[config.mk]
export PLATFORM = sky130hd
export DESIGN_NAME = mini_bus_arbiter
export DESIGN_NICKNAME = d
export VERILOG_FILES = /design/src/rtl/mini_bus_arbiter.sv
export SDC_FILE = /design/constraint.sdc
export NUM_CORES = 1
export LEC_CHECK = 0
export BUFFER_PORTS_ARGS = -buffer_cell sky130_fd_sc_hd__buf_4
export CORE_ASPECT_RATIO = 0.5
export CORE_MARGIN = 1
export CORE_UTILIZATION = 41
export CTS_BUF_LIST = sky130_fd_sc_hd__clkbuf_8 sky130_fd_sc_hd__clkbuf_16
export DETAILED_ROUTE_END_ITERATION = 10
export PLACE_DENSITY_LB_ADDON = 0.1
export SYNTH_ARGS = -nofsm -noshare
export SYNTH_HDL_FRONTEND = slang
export SYNTH_SLANG_ARGS = --single-unit
[constraint.sdc]
create_clock -name clock -period 2.95 [get_ports clock]
set_input_delay 0.295 -clock clock [delete_from_list [all_inputs] [get_ports clock]]
set_output_delay 0.295 -clock clock [all_outputs]
set_load 0.02 [all_outputs]
[src/rtl/mini_bus_arbiter.sv]
// Purpose: shares one cache-style bus port between two requesters, round-robin, one transaction in flight.
// Latency: accept at cycle 0, bus address at 1, bus data at 2, requester data at 3, next accept at 4 at the earliest.
// Backpressure: valid/ready on every channel; requests wait (ready low) while a transaction is outstanding.
module mini_bus_arbiter #(
    parameter int data_width = 32,
    parameter int addr_width = 32
) (
    input  logic                  clock,
    input  logic                  reset,
    input  logic                  m0_addr_valid,
    output logic                  m0_addr_ready,
    input  logic [addr_width-1:0] m0_addr,
    output logic                  m0_data_valid,
    input  logic                  m0_data_ready,
    output logic [data_width-1:0] m0_data,
    input  logic                  m1_addr_valid,
    output logic                  m1_addr_ready,
    input  logic [addr_width-1:0] m1_addr,
    output logic                  m1_data_valid,
    input  logic                  m1_data_ready,
    output logic [data_width-1:0] m1_data,
    output logic                  bus_addr_valid,
    input  logic                  bus_addr_ready,
    output logic [addr_width-1:0] bus_addr,
    input  logic                  bus_data_valid,
    output logic                  bus_data_ready,
    input  logic [data_width-1:0] bus_data,
    output logic                  grant,
    output logic                  busy
);

    typedef enum logic [1:0] {
        S_IDLE = 2'd0,
        S_ADDR = 2'd1,
        S_DATA = 2'd2,
        S_RESP = 2'd3
    } state_t;

    state_t                  state_q, state_d;
    logic                    prio_q, prio_d;
    logic                    grant_q, grant_d;
    logic                    bus_addr_valid_q, bus_addr_valid_d;
    logic [addr_width-1:0]   bus_addr_q, bus_addr_d;
    // The per-requester read-data registers double as the read-data buffer:
    // only the granted side's register is ever loaded.
    logic                    m0_data_valid_q, m0_data_valid_d;
    logic                    m1_data_valid_q, m1_data_valid_d;
    logic [data_width-1:0]   m0_data_q, m0_data_d;
    logic [data_width-1:0]   m1_data_q, m1_data_d;

    logic                    any_vld;
    logic                    sel;
    logic [addr_width-1:0]   sel_addr;
    logic                    rsp_rdy;

    // Round-robin pick: the priority holder wins if it asks, otherwise whoever asks.
    always_comb begin
        any_vld  = m0_addr_valid | m1_addr_valid;
        if (prio_q) begin
            sel = m1_addr_valid ? 1'b1 : 1'b0;
        end else begin
            sel = m0_addr_valid ? 1'b0 : 1'b1;
        end
        sel_addr = sel ? m1_addr : m0_addr;
        rsp_rdy  = grant_q ? m1_data_ready : m0_data_ready;
    end

    // Next-state and handshake outputs; readies are held low while reset is high.
    always_comb begin
        state_d          = state_q;
        prio_d           = prio_q;
        grant_d          = grant_q;
        bus_addr_valid_d = bus_addr_valid_q;
        bus_addr_d       = bus_addr_q;
        m0_data_valid_d  = m0_data_valid_q;
        m1_data_valid_d  = m1_data_valid_q;
        m0_data_d        = m0_data_q;
        m1_data_d        = m1_data_q;
        m0_addr_ready    = 1'b0;
        m1_addr_ready    = 1'b0;
        bus_data_ready   = 1'b0;

        case (state_q)
            S_IDLE: begin
                if (any_vld && !reset) begin
                    m0_addr_ready    = ~sel;
                    m1_addr_ready    = sel;
                    bus_addr_valid_d = 1'b1;
                    bus_addr_d       = sel_addr;
                    grant_d          = sel;
                    state_d          = S_ADDR;
                end
            end
            S_ADDR: begin
                if (bus_addr_ready) begin
                    bus_addr_valid_d = 1'b0;
                    state_d          = S_DATA;
                end
            end
            S_DATA: begin
                bus_data_ready = !reset;
                if (bus_data_valid && !reset) begin
                    if (grant_q) begin
                        m1_data_valid_d = 1'b1;
                        m1_data_d       = bus_data;
                    end else begin
                        m0_data_valid_d = 1'b1;
                        m0_data_d       = bus_data;
                    end
                    state_d = S_RESP;
                end
            end
            S_RESP: begin
                if (rsp_rdy) begin
                    m0_data_valid_d = 1'b0;
                    m1_data_valid_d = 1'b0;
                    prio_d          = ~grant_q;
                    state_d         = S_IDLE;
                end
            end
            default: begin
                state_d = S_IDLE;
            end
        endcase
    end

    // State and output registers; reset abandons any transaction in flight.
    always_ff @(posedge clock or posedge reset) begin
        if (reset) begin
            state_q          <= S_IDLE;
            prio_q           <= 1'b0;
            grant_q          <= 1'b0;
            bus_addr_valid_q <= 1'b0;
            bus_addr_q       <= '0;
            m0_data_valid_q  <= 1'b0;
            m1_data_valid_q  <= 1'b0;
            m0_data_q        <= '0;
            m1_data_q        <= '0;
        end else begin
            state_q          <= state_d;
            prio_q           <= prio_d;
            grant_q          <= grant_d;
            bus_addr_valid_q <= bus_addr_valid_d;
            bus_addr_q       <= bus_addr_d;
            m0_data_valid_q  <= m0_data_valid_d;
            m1_data_valid_q  <= m1_data_valid_d;
            m0_data_q        <= m0_data_d;
            m1_data_q        <= m1_data_d;
        end
    end

    assign m0_data_valid  = m0_data_valid_q;
    assign m1_data_valid  = m1_data_valid_q;
    assign m0_data        = m0_data_q;
    assign m1_data        = m1_data_q;
    assign bus_addr_valid = bus_addr_valid_q;
    assign bus_addr       = bus_addr_q;
    assign grant          = grant_q;
    assign busy           = (state_q != S_IDLE);

endmodule
## Word-level counts from Yosys, hierarchy flattened

Index checks and enable logic that the tools add are counted.

| operators by class | value |
|---|---|
| bitwise logic cells | 3 |
| mux-type cells | 25 |
| eq/ne operators | 9 |
| reductions and logical operators | 15 |

Operator list:

| cell | count |
|---|---|
| $mux W32 | 1 |
| $mux W1 | 16 |
| $ne A2 B2 Y1 const B | 6 |
| $reduce_and A4 Y1 | 3 |
| $reduce_and A3 Y1 | 3 |
| $mux W2 | 4 |
| $pmux W2 S4 | 1 |
| $pmux W1 S2 | 3 |
| $reduce_bool A2 Y1 | 3 |
| $eq A2 B2 Y1 const B | 2 |
| $reduce_and A2 Y1 | 2 |
| $eq A2 B1 Y1 const B | 1 |
| $logic_and A1 B1 Y1 | 2 |
| $logic_not A2 Y1 | 1 |
| $not A1 Y1 | 2 |
| $logic_not A1 Y1 | 1 |
| $or A1 B1 Y1 | 1 |

| storage, ports and cells | value |
|---|---|
| register bits after elaboration | 103 |
| input bits | 104 |
| output and inout bits | 104 |
| word-level logic and storage cells | 61 |

## Logic depth before layout (Yosys ltp)

| logic depth | value |
|---|---|
| depth after elaboration | 5 |
| gate-level depth with buffers | 8 |
| gate-level depth less buffers | 6 |

## Worst setup path after synthesis

Ideal clock, no wire load.

| timing path | value |
|---|---|
| path type | flip-flop to flip-flop |
| start | register state_q[0] |
| end | register bus_addr_q[23] (netlist: bus_addr[23]) |
| data arrival time | 1.798 ns |
| buffers on the path | 2 |
| stages on the path, launching flop included | 9 |
| setup time | 0.067 ns |
| data required time | 2.883 ns |
| slack | 1.084 ns |
| period minus slack after synthesis | 1.866 ns |
| cells stage by stage | dfrtp_1 -> inv_1 -> ha_1 -> nor2b_1 -> and3_1 -> clkbuf_1 -> clkbuf_1 -> a222oi_1 -> inv_1 |

| on the way | value |
|---|---|
| word-level cells in the longest chain between the ends | 2 |

Ends and longest elaborated chain:

| element | line | source |
|---|---|---|
| from (decl) | 39 | `state_t state_q, state_d;` |
| from (signal assigned) | 140 | `state_q <= state_d;` |
| $logic_not A2 Y1 | 83 | `case (state_q)` |
| $reduce_and A2 Y1 (no source line) | -- |  |
| to (signal assigned) | 144 | `bus_addr_q <= bus_addr_d;` |
| to (decl) | 43 | `logic [addr_width-1:0] bus_addr_q, bus_addr_d;` |

Every way passes these cells.
A chain may end at the register's enable or synchronous reset.

## Final worst setup path

| timing path | value |
|---|---|
| start | register state_q[0] |
| end | output m0_addr_ready |

| on the way | value |
|---|---|
| word-level cells in the longest chain between the ends | 2 |

Ends and longest elaborated chain:

| element | line | source |
|---|---|---|
| $logic_not A2 Y1 | 83 |  |
| $mux W1 | 83 |  |
| to (decl) | 11 | `output logic m0_addr_ready,` |

Every way passes these cells.

==> results_dict.tcl <==
set metrics [dict create \
    outcome "complete, no violations" \
    skew_ns 0.00868 \
    finalHoldViolCount 0 \
    hpwl_um 7520 \
    clk_pin_slew_worst_paths_ns 0.07 \
    die_h_um 73.8 \
    fin_crit_sh 0.806 \
    netlist_top_cells_area "dfrtp_1, mux2_4, mux2_2" \
    cts_made_buffers 9 \
    seq_area_frac_synth 0.609 \
    setup_tns_ns 0 \
    hold-worst-slack_ns 0.129 \
    layout.nets 608 \
    cts_root_buffer "clkbuf_16" \
    cts_setup_buffers 0 \
    cpLargestDelayFamily "buffers and inverters" \
    clockBufferDepth 2 \
    clock.fmax_mhz 421 \
    hp-class "in -> async" \
    setup_slack_ns 0.573 \
    viasPerCell 5.02 \
    vias 3211 \
    dr.pass1.iters 10 \
    clock_sinks 103 \
    holdBufCountCts 0 \
    grt_pass1_wl_um 16300 \
    crit_path_end_kind "output port" \
    core_um2 9730 \
    synth_top_cell_by_area "dfrtp_1" \
    drive_above_1_share 0.592 \
    utilization 0.641 \
    worstPathMaxFanout 33 \
    ant_nets 0 \
    rsz0062_at_grt "false" \
    synth_top_area_frac 0.609 \
    synth_area_um2 4230 \
    area_delta_synth_final_pct 47.5 \
    cts_tree "built" \
    rows 25 \
    multi_input_area_um2 1420 \
    syn_nets 400 \
    path_class "reg -> out" \
    crit_chain "inv_1, ha_1, nor2b_1, and3_1, buf_4, buf_4" \
    cp.buffers_inverters 3 \
    worst_slew_pin_slew_ns 0.912 \
    grt.overflow.total 0 \
    peakVddDrop_uv 512 \
    n_antenna_cell 0 \
    antenna_found_initial 0 \
    arrival_ns 2.08 \
    setup_viol 0 \
    cts_resized 0 \
    gp_congestion 0.750 \
    dp_slack_ns 0.780 \
    yosys_warnings 0 \
    r2r_start "state_q[0]" \
    dieArea_um2 10800 \
    fillerInstances 789 \
    cp.required_ns 2.65 \
    h-tree-depth 3 \
    finalMaxSlewViolations 0 \
    leakage_nw 3.33 \
    grt_max_degree 39 \
    slowest_delay_ns 0.41 \
    postSynthCellCount 292 \
    boundaryPins 208 \
    slew_headroom 0.392 \
    drc 0 \
    grt_pass1_vias 3278 \
    seqCellArea_um2 2580 \
    fin_crit_ns 2.38 \
    fp.dieW_um 146 \
    crit_slowest_cell "dfrtp_1" \
    critPathLaunchType "flop" \
    worstSkewPairLatency_ns 0.34 \
    yosysUniqueCellTypes 26 \
    drt_iter0_markers 229 \
    wl_per_cell_um 16.1 \
    routed_wl_um 10300 \
    drv_cap 0 \
    yosys_register_bits 103 \
    cp_common_cell "buf_4" \
    grt_usage 0.197 \
    crit_start "state_q[0]" \
    powerDensity_nw_per_um2 1120 \
    syn_area_per_cell_um2 14.5 \
    start_util 0.435 \
    io_buffers 207 \
]
## area by class of cell
cell class	instances	share of cell area
tap	135	0.0271
inverter	39	0.0241
sequential	103	0.413
multi-input combinational	132	0.228
clock buffer	9	0.0361
clock inverter	7	0.0108
timing repair buffer	215	0.261
## layout by cell type, fill, tap and decap left out, drive strengths merged, types with 3 or more instances in the layout
cell    count
clkbuf      9
inv        41
ha          4
a222oi     32
mux2       65
clkinv      4
buf       215
a21oi       5
nand2       5
mux2i       3
dfrtp     103
## layer usage
layer	track usage	part of all wire
met3	0.0851	0.095
met2	0.331	0.49
met4	0.0526	0.010
met1	0.235	0.40
met5	0	0
## path summary, 6_finish.rpt
kind                                 endpoint  slack (ns)  cells past startpoint
min in group clock                bus_addr[3]        0.16                      3
worst max register to register    m1_data[18]        0.78                      6
worst min-delay path              m0_data[30]        0.13                      2
worst max-delay path            m0_addr_ready        0.57                      6
max in group asynchronous         m1_data[13]        2.06                      3
worst min register to register     m0_data[3]        0.50                      1
## synth_stat cells (all sizes together)
cell type,instances
o21ai,2
nor3,1
a2111oi,1
and3,2
buf,7
ha,4
a22oi,2
nor2b,2
a21oi,5
a222oi,32
dfrtp,103
clkbuf,11
nand2b,2
inv,39
nor2,1
o2bb2ai,2
nand2,5
mux2,65
o21bai,2
mux2i,3
or3,1
## kinds of logic (layout without fill, tap and decap cells)
group,after synthesis,count (layout),synth area share
buf+inv,57,270,0.0571
mux,68,68,0.207
flops,103,103,0.609
simple gates,14,14,0.0180
fa+ha+maj,4,4,0.0118
compound gates,46,46,0.0973
## state kept, by name, summed over array words and instances (netlist names)
register	cells
m1_data_valid	1
bus_addr	32
prio_q	1
m1_data	32
state_q	2
m0_data	32
bus_addr_valid	1
grant	1
m0_data_valid	1
## power by group
group          switching [mW]  internal (mW)
sequential              0.402           2.09
combinational            1.65           1.70
clock                   0.552          0.593
## stage by stage
| stage | power [mW] | std cells | instance area [µm²] |
|---|---|---|---|
| detailed placement | 5.90 | 624 | 5950 |
| global placement | 5.83 | 624 | 5950 |
| CTS | 7.06 | 640 | 6240 |
| floorplan | 4.43 | 292 | 4240 |
| finish | 6.98 | 640 | 6240 |
| global route | 7.41 | 640 | 6240 |
No activity file was read; power rests on OpenSTA's default activity.
